[config.mk]
export PLATFORM = sky130hd
export DESIGN_NAME = hazard_ctrl
export DESIGN_NICKNAME = d
export VERILOG_FILES = /design/src/rtl/pipe_pkg.sv /design/src/rtl/hazard_ctrl_sat_cnt16.sv /design/src/rtl/hazard_ctrl.sv
export SDC_FILE = /design/constraint.sdc
export NUM_CORES = 1
export LEC_CHECK = 0
export CORE_UTILIZATION = 31
export DETAILED_ROUTE_END_ITERATION = 8
export HOLD_SLACK_MARGIN = 0.03
export PLACE_DENSITY = 0.75
export RECOVER_POWER = 100
export SYNTH_ARGS = -nofsm -noshare
export SYNTH_HDL_FRONTEND = slang
export SYNTH_HIERARCHICAL = 1
export SYNTH_SLANG_ARGS = --single-unit
[constraint.sdc]
create_clock -name clk -period 1.4 [get_ports clk]
set_input_delay 0.14 -clock clk [delete_from_list [all_inputs] [get_ports clk]]
set_output_delay 0.14 -clock clk [all_outputs]
set_load 0.01 [all_outputs]
[src/rtl/pipe_pkg.sv]
// +----------------------------------------------------------------------+
// | pipe_pkg : shared hazard-controller state codes, R0 and control type |
// | Rev 1.0                                                              |
// +----------------------------------------------------------------------+
`default_nettype none

package pipe_pkg;

  localparam logic [1:0] HZ_RUN = 2'd0;
  localparam logic [1:0] HZ_BR  = 2'd1;
  localparam logic [1:0] HZ_MEM = 2'd2;

  localparam logic [3:0] REG_ZERO = 4'd0;

  typedef struct packed {
    logic pc_en;
    logic ifid_en;
    logic ifid_flush;
    logic idex_en;
    logic d_flush;
    logic flush;
    logic pc_sel_br;
    logic exmem_en;
  } hz_ctrl_t;

  localparam hz_ctrl_t HZ_CTRL_IDLE = '{
    pc_en:      1'b1,
    ifid_en:    1'b1,
    ifid_flush: 1'b0,
    idex_en:    1'b1,
    d_flush:    1'b0,
    flush:      1'b0,
    pc_sel_br:  1'b0,
    exmem_en:   1'b1
  };

  function automatic logic src_hit(input logic       uses,
                                   input logic [3:0] src,
                                   input logic [3:0] dst);
    return uses && (src == dst);
  endfunction

endpackage

`default_nettype wire

[src/rtl/hazard_ctrl_sat_cnt16.sv]
// +----------------------------------------------------------------------+
// | sat_cnt16 : 16-bit saturating counter, sync active-low clear         |
// | Rev 1.0                                                              |
// +----------------------------------------------------------------------+
`default_nettype none

module sat_cnt16 (
  input  logic        clk,
  input  logic        rst,
  input  logic        inc_i,
  output logic [15:0] cnt_o
);

  logic [15:0] cnt_q;
  logic [15:0] cnt_d;

  always_comb begin
    cnt_d = cnt_q;
    if (inc_i && (cnt_q != 16'hFFFF)) begin
      cnt_d = cnt_q + 16'd1;
    end
  end

  always_ff @(posedge clk) begin
    if (!rst) begin
      cnt_q <= '0;
    end else begin
      cnt_q <= cnt_d;
    end
  end

  assign cnt_o = cnt_q;

endmodule

`default_nettype wire

[src/rtl/hazard_ctrl.sv]
// +----------------------------------------------------------------------+
// | hazard_ctrl : load-use / branch / memory-freeze pipeline control.    |
// | Optional perf counters built only with HAZARD_PERF_EN.  Rev 1.0      |
// +----------------------------------------------------------------------+
`default_nettype none

module hazard_ctrl
  import pipe_pkg::*;
#(
  parameter int MEM_TIMEOUT = 64
) (
  input  logic        clk,
  input  logic        rst,
  input  logic [3:0]  id_SrcReg1,
  input  logic [3:0]  id_SrcReg2,
  input  logic        id_uses1,
  input  logic        id_uses2,
  input  logic        ex_Data_Mem_en,
  input  logic        ex_Data_Mem_wr,
  input  logic [3:0]  ex_DstReg,
  input  logic        ex_flush,
  input  logic        ex_branch_taken,
  input  logic        mem_busy,
  output logic        pc_en,
  output logic        ifid_en,
  output logic        ifid_flush,
  output logic        idex_en,
  output logic        d_flush,
  output logic        flush,
  output logic        pc_sel_br,
  output logic        exmem_en,
  output logic        mem_err,
  output logic [15:0] stall_cycles,
  output logic [15:0] flush_count
);

  localparam logic [7:0] TIMEOUT_LIM = 8'(MEM_TIMEOUT);

  logic [1:0] state_q;
  logic [1:0] state_d;
  logic [7:0] tmo_q;
  logic [7:0] tmo_d;
  logic       mem_err_q;
  logic       mem_err_d;

  logic       lu;
  logic       br;
  logic       in_shadow;
  hz_ctrl_t   ctrl;

  assign br = ex_branch_taken & ~ex_flush;

  assign lu = ex_Data_Mem_en & ~ex_Data_Mem_wr & ~ex_flush &
              (ex_DstReg != REG_ZERO) &
              (src_hit(id_uses1, id_SrcReg1, ex_DstReg) |
               src_hit(id_uses2, id_SrcReg2, ex_DstReg));

  // ID holds the killed-path NOP during the shadow, so neither a second
  // branch nor a load-use match can be genuine there.
  assign in_shadow = (state_q == HZ_BR);

  always_comb begin
    ctrl      = HZ_CTRL_IDLE;
    state_d   = HZ_RUN;
    tmo_d     = '0;
    mem_err_d = mem_err_q;

    if (mem_busy) begin
      ctrl.pc_en    = 1'b0;
      ctrl.ifid_en  = 1'b0;
      ctrl.idex_en  = 1'b0;
      ctrl.exmem_en = 1'b0;
      state_d       = HZ_MEM;
      if (state_q == HZ_MEM) begin
        tmo_d = (tmo_q == 8'hFF) ? tmo_q : tmo_q + 8'd1;
      end else begin
        tmo_d = 8'd1;
      end
      if (tmo_d >= TIMEOUT_LIM) begin
        mem_err_d = 1'b1;
      end
    end else if (br && !in_shadow) begin
      ctrl.flush      = 1'b1;
      ctrl.ifid_flush = 1'b1;
      ctrl.pc_sel_br  = 1'b1;
      state_d         = HZ_BR;
    end else if (lu && !in_shadow) begin
      ctrl.pc_en   = 1'b0;
      ctrl.ifid_en = 1'b0;
      ctrl.d_flush = 1'b1;
      ctrl.idex_en = 1'b1;
    end

    if (!rst) begin
      ctrl = HZ_CTRL_IDLE;
    end
  end

  always_ff @(posedge clk) begin
    if (!rst) begin
      state_q   <= HZ_RUN;
      tmo_q     <= '0;
      mem_err_q <= 1'b0;
    end else begin
      state_q   <= state_d;
      tmo_q     <= tmo_d;
      mem_err_q <= mem_err_d;
    end
  end

  assign pc_en      = ctrl.pc_en;
  assign ifid_en    = ctrl.ifid_en;
  assign ifid_flush = ctrl.ifid_flush;
  assign idex_en    = ctrl.idex_en;
  assign d_flush    = ctrl.d_flush;
  assign flush      = ctrl.flush;
  assign pc_sel_br  = ctrl.pc_sel_br;
  assign exmem_en   = ctrl.exmem_en;
  assign mem_err    = mem_err_q;

`ifdef HAZARD_PERF_EN
  sat_cnt16 u_stall_cnt (
    .clk   (clk),
    .rst   (rst),
    .inc_i (~ctrl.pc_en),
    .cnt_o (stall_cycles)
  );

  sat_cnt16 u_flush_cnt (
    .clk   (clk),
    .rst   (rst),
    .inc_i (ctrl.flush | ctrl.d_flush),
    .cnt_o (flush_count)
  );
`else
  assign stall_cycles = '0;
  assign flush_count  = '0;
`endif

endmodule

`default_nettype wire
==> impl_metrics.yaml, run 1 <==
synthesis:
  synth_warnings: 6
  syn_area_sq_um: 875
  synthTopCellsByArea: "buf_4, dfxtp_1, xor2_1"
  synth_top_area_share_pct: 30.9
  synth.distinct_cells: 27
  synth_most_common_cell: "buf_4"
  synth_ff_type: "dfxtp_1"
  synth_top_area_cell: "buf_4"
  synth_cells: 104
  synthTopCellsByCount: "buf_4, dfxtp_1, xor2_1, nor2_1, nand2_1"
  syn_area_per_cell_sq_um: 8.41
  synth_edf_count: 0
  async_flop_share_pct: 0
  yosys_register_bits: 11
  synth-seq-area-share_pct: 25.2
timing:
  holdWs_ns: 0.476
  period_share_pct: 110
  min_period_ns: 1.54
  rsz0062_at_grt: "true"
  hold_viol: 0
  drv_slew: 0
  fin_worst_skew_ns: 0.00509
  setup_slack_ns: -0.136
  max_freq_mhz: 651
  setup_viol: 5
clock_network:
  ctsRootBufferMaster: "clkbuf_4"
  htree_levels: 1
  numCtsBuffers: 3
  cts_sinks: 11
  clk_pin_slew_ns: 0.07
  clk_path_buf_depth: 2
  cts_tree: "built"
  cts_hold_buf: 0
  clk-insertion-delay-late_ns: 0.27
setup_path:
  path_buf_inv: 3
  crit_path_top_delay_cell: "clkdlybuf4s50_1"
  crit_family: "buffers and inverters"
  max_stage_delay_ns: 0.49
  worstPathRequired_ns: 1.26
  worstPathArrival_ns: 1.40
  cp_cell_sequence: "clkdlybuf4s50_1 -> o211ai_1 -> buf_4 -> nor3_2 -> o21ai_1 -> and2_4 -> buf_2"
  start_kind: "input pin"
  endpoint_kind: "output port"
  crit_type: "input pin to output port"
  cp_max_fo: 3
die:
  rows: 18
  die_area_sq_mm: 0.00304
  initial_core_util_pct: 34.1
  boundaryPins: 62
  coreArea_sq_mm: 0.00257
  die_h_microns: 55.1
  fp.dieW_microns: 55.1
global_route:
  grt_pass1_wl_microns: 2620
  grt_max_degree: 7
  grt_pass1_vias: 659
  overflow: 0
  antenna_found_initial: 0
  grt_use_total_pct: 12.6
route:
  dr_wl_met3_microns: 119
  first_iter_violations: 1
  num_vias: 715
  wirelength_microns: 1860
  antenna_left: 0
  wl_met2_microns: 1080
  via_per_inst: 4.11
  top_layer: "met4"
  dr.pass1.iters: 4
  wire_per_inst_microns: 10.7
  wl_met1_microns: 638
  drc: 0
placement:
  pre_cts_ws_ns: -0.633
  dpl.hpwl_microns: 1450
  place.gp.congestion: 0.728
  io_buffer_count: 29
power:
  peakVddDrop_uv: 494
  leakage_uw: 0.000551
  p_per_area_mw_per_mm2: 605
final_layout:
  nNetsFinal: 167
  drive_above_1_share_pct: 27.1
  multiInputGateArea_sq_um: 531
  syn_to_final_growth_pct: 35.3
  seq_area_sq_um: 225
  n_antenna_cell: 0
  fillCellCount: 254
run_status:
  violations: "negative setup slack"
  status: "finished, violations left"
hold_path:
  hold_path.class: "register to register"
job:
  cap_violations: 0
[worst reg2reg max path, stage by stage, from the launching register on]
cell and delay [ns]:
dfxtp_2 0.35, ha_2 0.17, and2_1 0.21, nand4_4 0.18
nand4_1 0.15, xor2_1 0.15, nor2_1 0.05
[cells by family (layout without fill, tap and decap cells)]
group	count (synthesis)	in the layout	synth area share, %
mux	2	2	2.29
compound gates	7	7	5.44
xor+xnor	12	12	12.0
flops	11	11	25.2
fa+ha+maj	1	1	1.43
buf+inv	39	48	32.2
simple gates	31	31	21.0
other cells	1	32	0.429
[power by group]
group	leakage, uW	internal [uW]	total [uW]	switching [uW]
Combinational	0.000445	87.2	181	93.4
Sequential	0.0000910	317	320	2.94
Clock	0.0000150	110	216	105
[per-stage QoR]
step                cell area [sq um]  total power, uW  utilization [%]  setup TNS (ns)  std cells
finish                           1180              717             46.1          -0.467        174
global route                     1180              759             46.1           -1.31        174
CTS                              1170              727             45.5          -0.567        174
detailed placement               1120              508             43.5           -4.48        167
global placement                 1120              504             43.5           -4.28        167
floorplan                         991              478                -               0        135
[placed cells by master, fill, tap and decap left out, drive strengths merged, types with 4 or more instances in the layout]
| master | instances |
|---|---|
| nand2 | 7 |
| dfxtp | 11 |
| xor2 | 9 |
| clkbuf | 4 |
| buf | 18 |
| nor2 | 8 |
| conb | 32 |
| dlygate4sd2 | 8 |
| clkdlybuf4s50 | 15 |
[state kept, by name, summed over array words and instances (netlist names)]
name     count
tmo_q        8
state_q      2
mem_err      1
[cell type report]
cell class	instances	share of cell area, %
Inverter	3	0.951
Sequential cell	11	19.0
Multi-Input combinational cell	85	44.8
Timing Repair Buffer	41	29.8
Tap cell	30	3.17
Clock buffer	4	2.22
[worst paths after layout]
| path | start | end | slack, ns | depth (start not counted) |
|---|---|---|---|---|
| worst max-delay path | rst | pc_en | -0.14 | 7 |
| worst min-delay path | mem_err$_SDFFE_PN0P_ | mem_err$_SDFFE_PN0P_ | 0.48 | 1 |
| worst max register to register | tmo_q[0]$_SDFF_PN0_ | tmo_q[5]$_SDFF_PN0_ | 0.05 | 6 |
| worst min register to register | mem_err$_SDFFE_PN0P_ | mem_err$_SDFFE_PN0P_ | 0.48 | 1 |
[metal layers]
metal	GRT usage [%]	up-vias
met4	6.25	0
met1	11.0	322
met2	25.7	34
met3	3.28	2
met5	0	-
li1	-	357
[timing repair]
| action | 4_1_cts | 5_1_grt |
|---|---|---|
| endpoints found under the setup margin | 10 | 14 |
| resized for setup | 40 | 12 |
| pin swaps | 11 | 5 |
| buffers inserted | 3 | 0 |
(Power assumes the default switching activity.)
==> run 2, diff against run 1 <==
--- a/config.mk
+++ b/config.mk
@@ -10,6 +10,7 @@
 export HOLD_SLACK_MARGIN = 0.03
 export PLACE_DENSITY = 0.75
 export RECOVER_POWER = 100
+export SLEW_MARGIN = 5
 export SYNTH_ARGS = -nofsm -noshare
 export SYNTH_HDL_FRONTEND = slang
 export SYNTH_HIERARCHICAL = 1
==> results of run 2 <==
The final DEF is identical to that of run 1; final timing and power are the same.
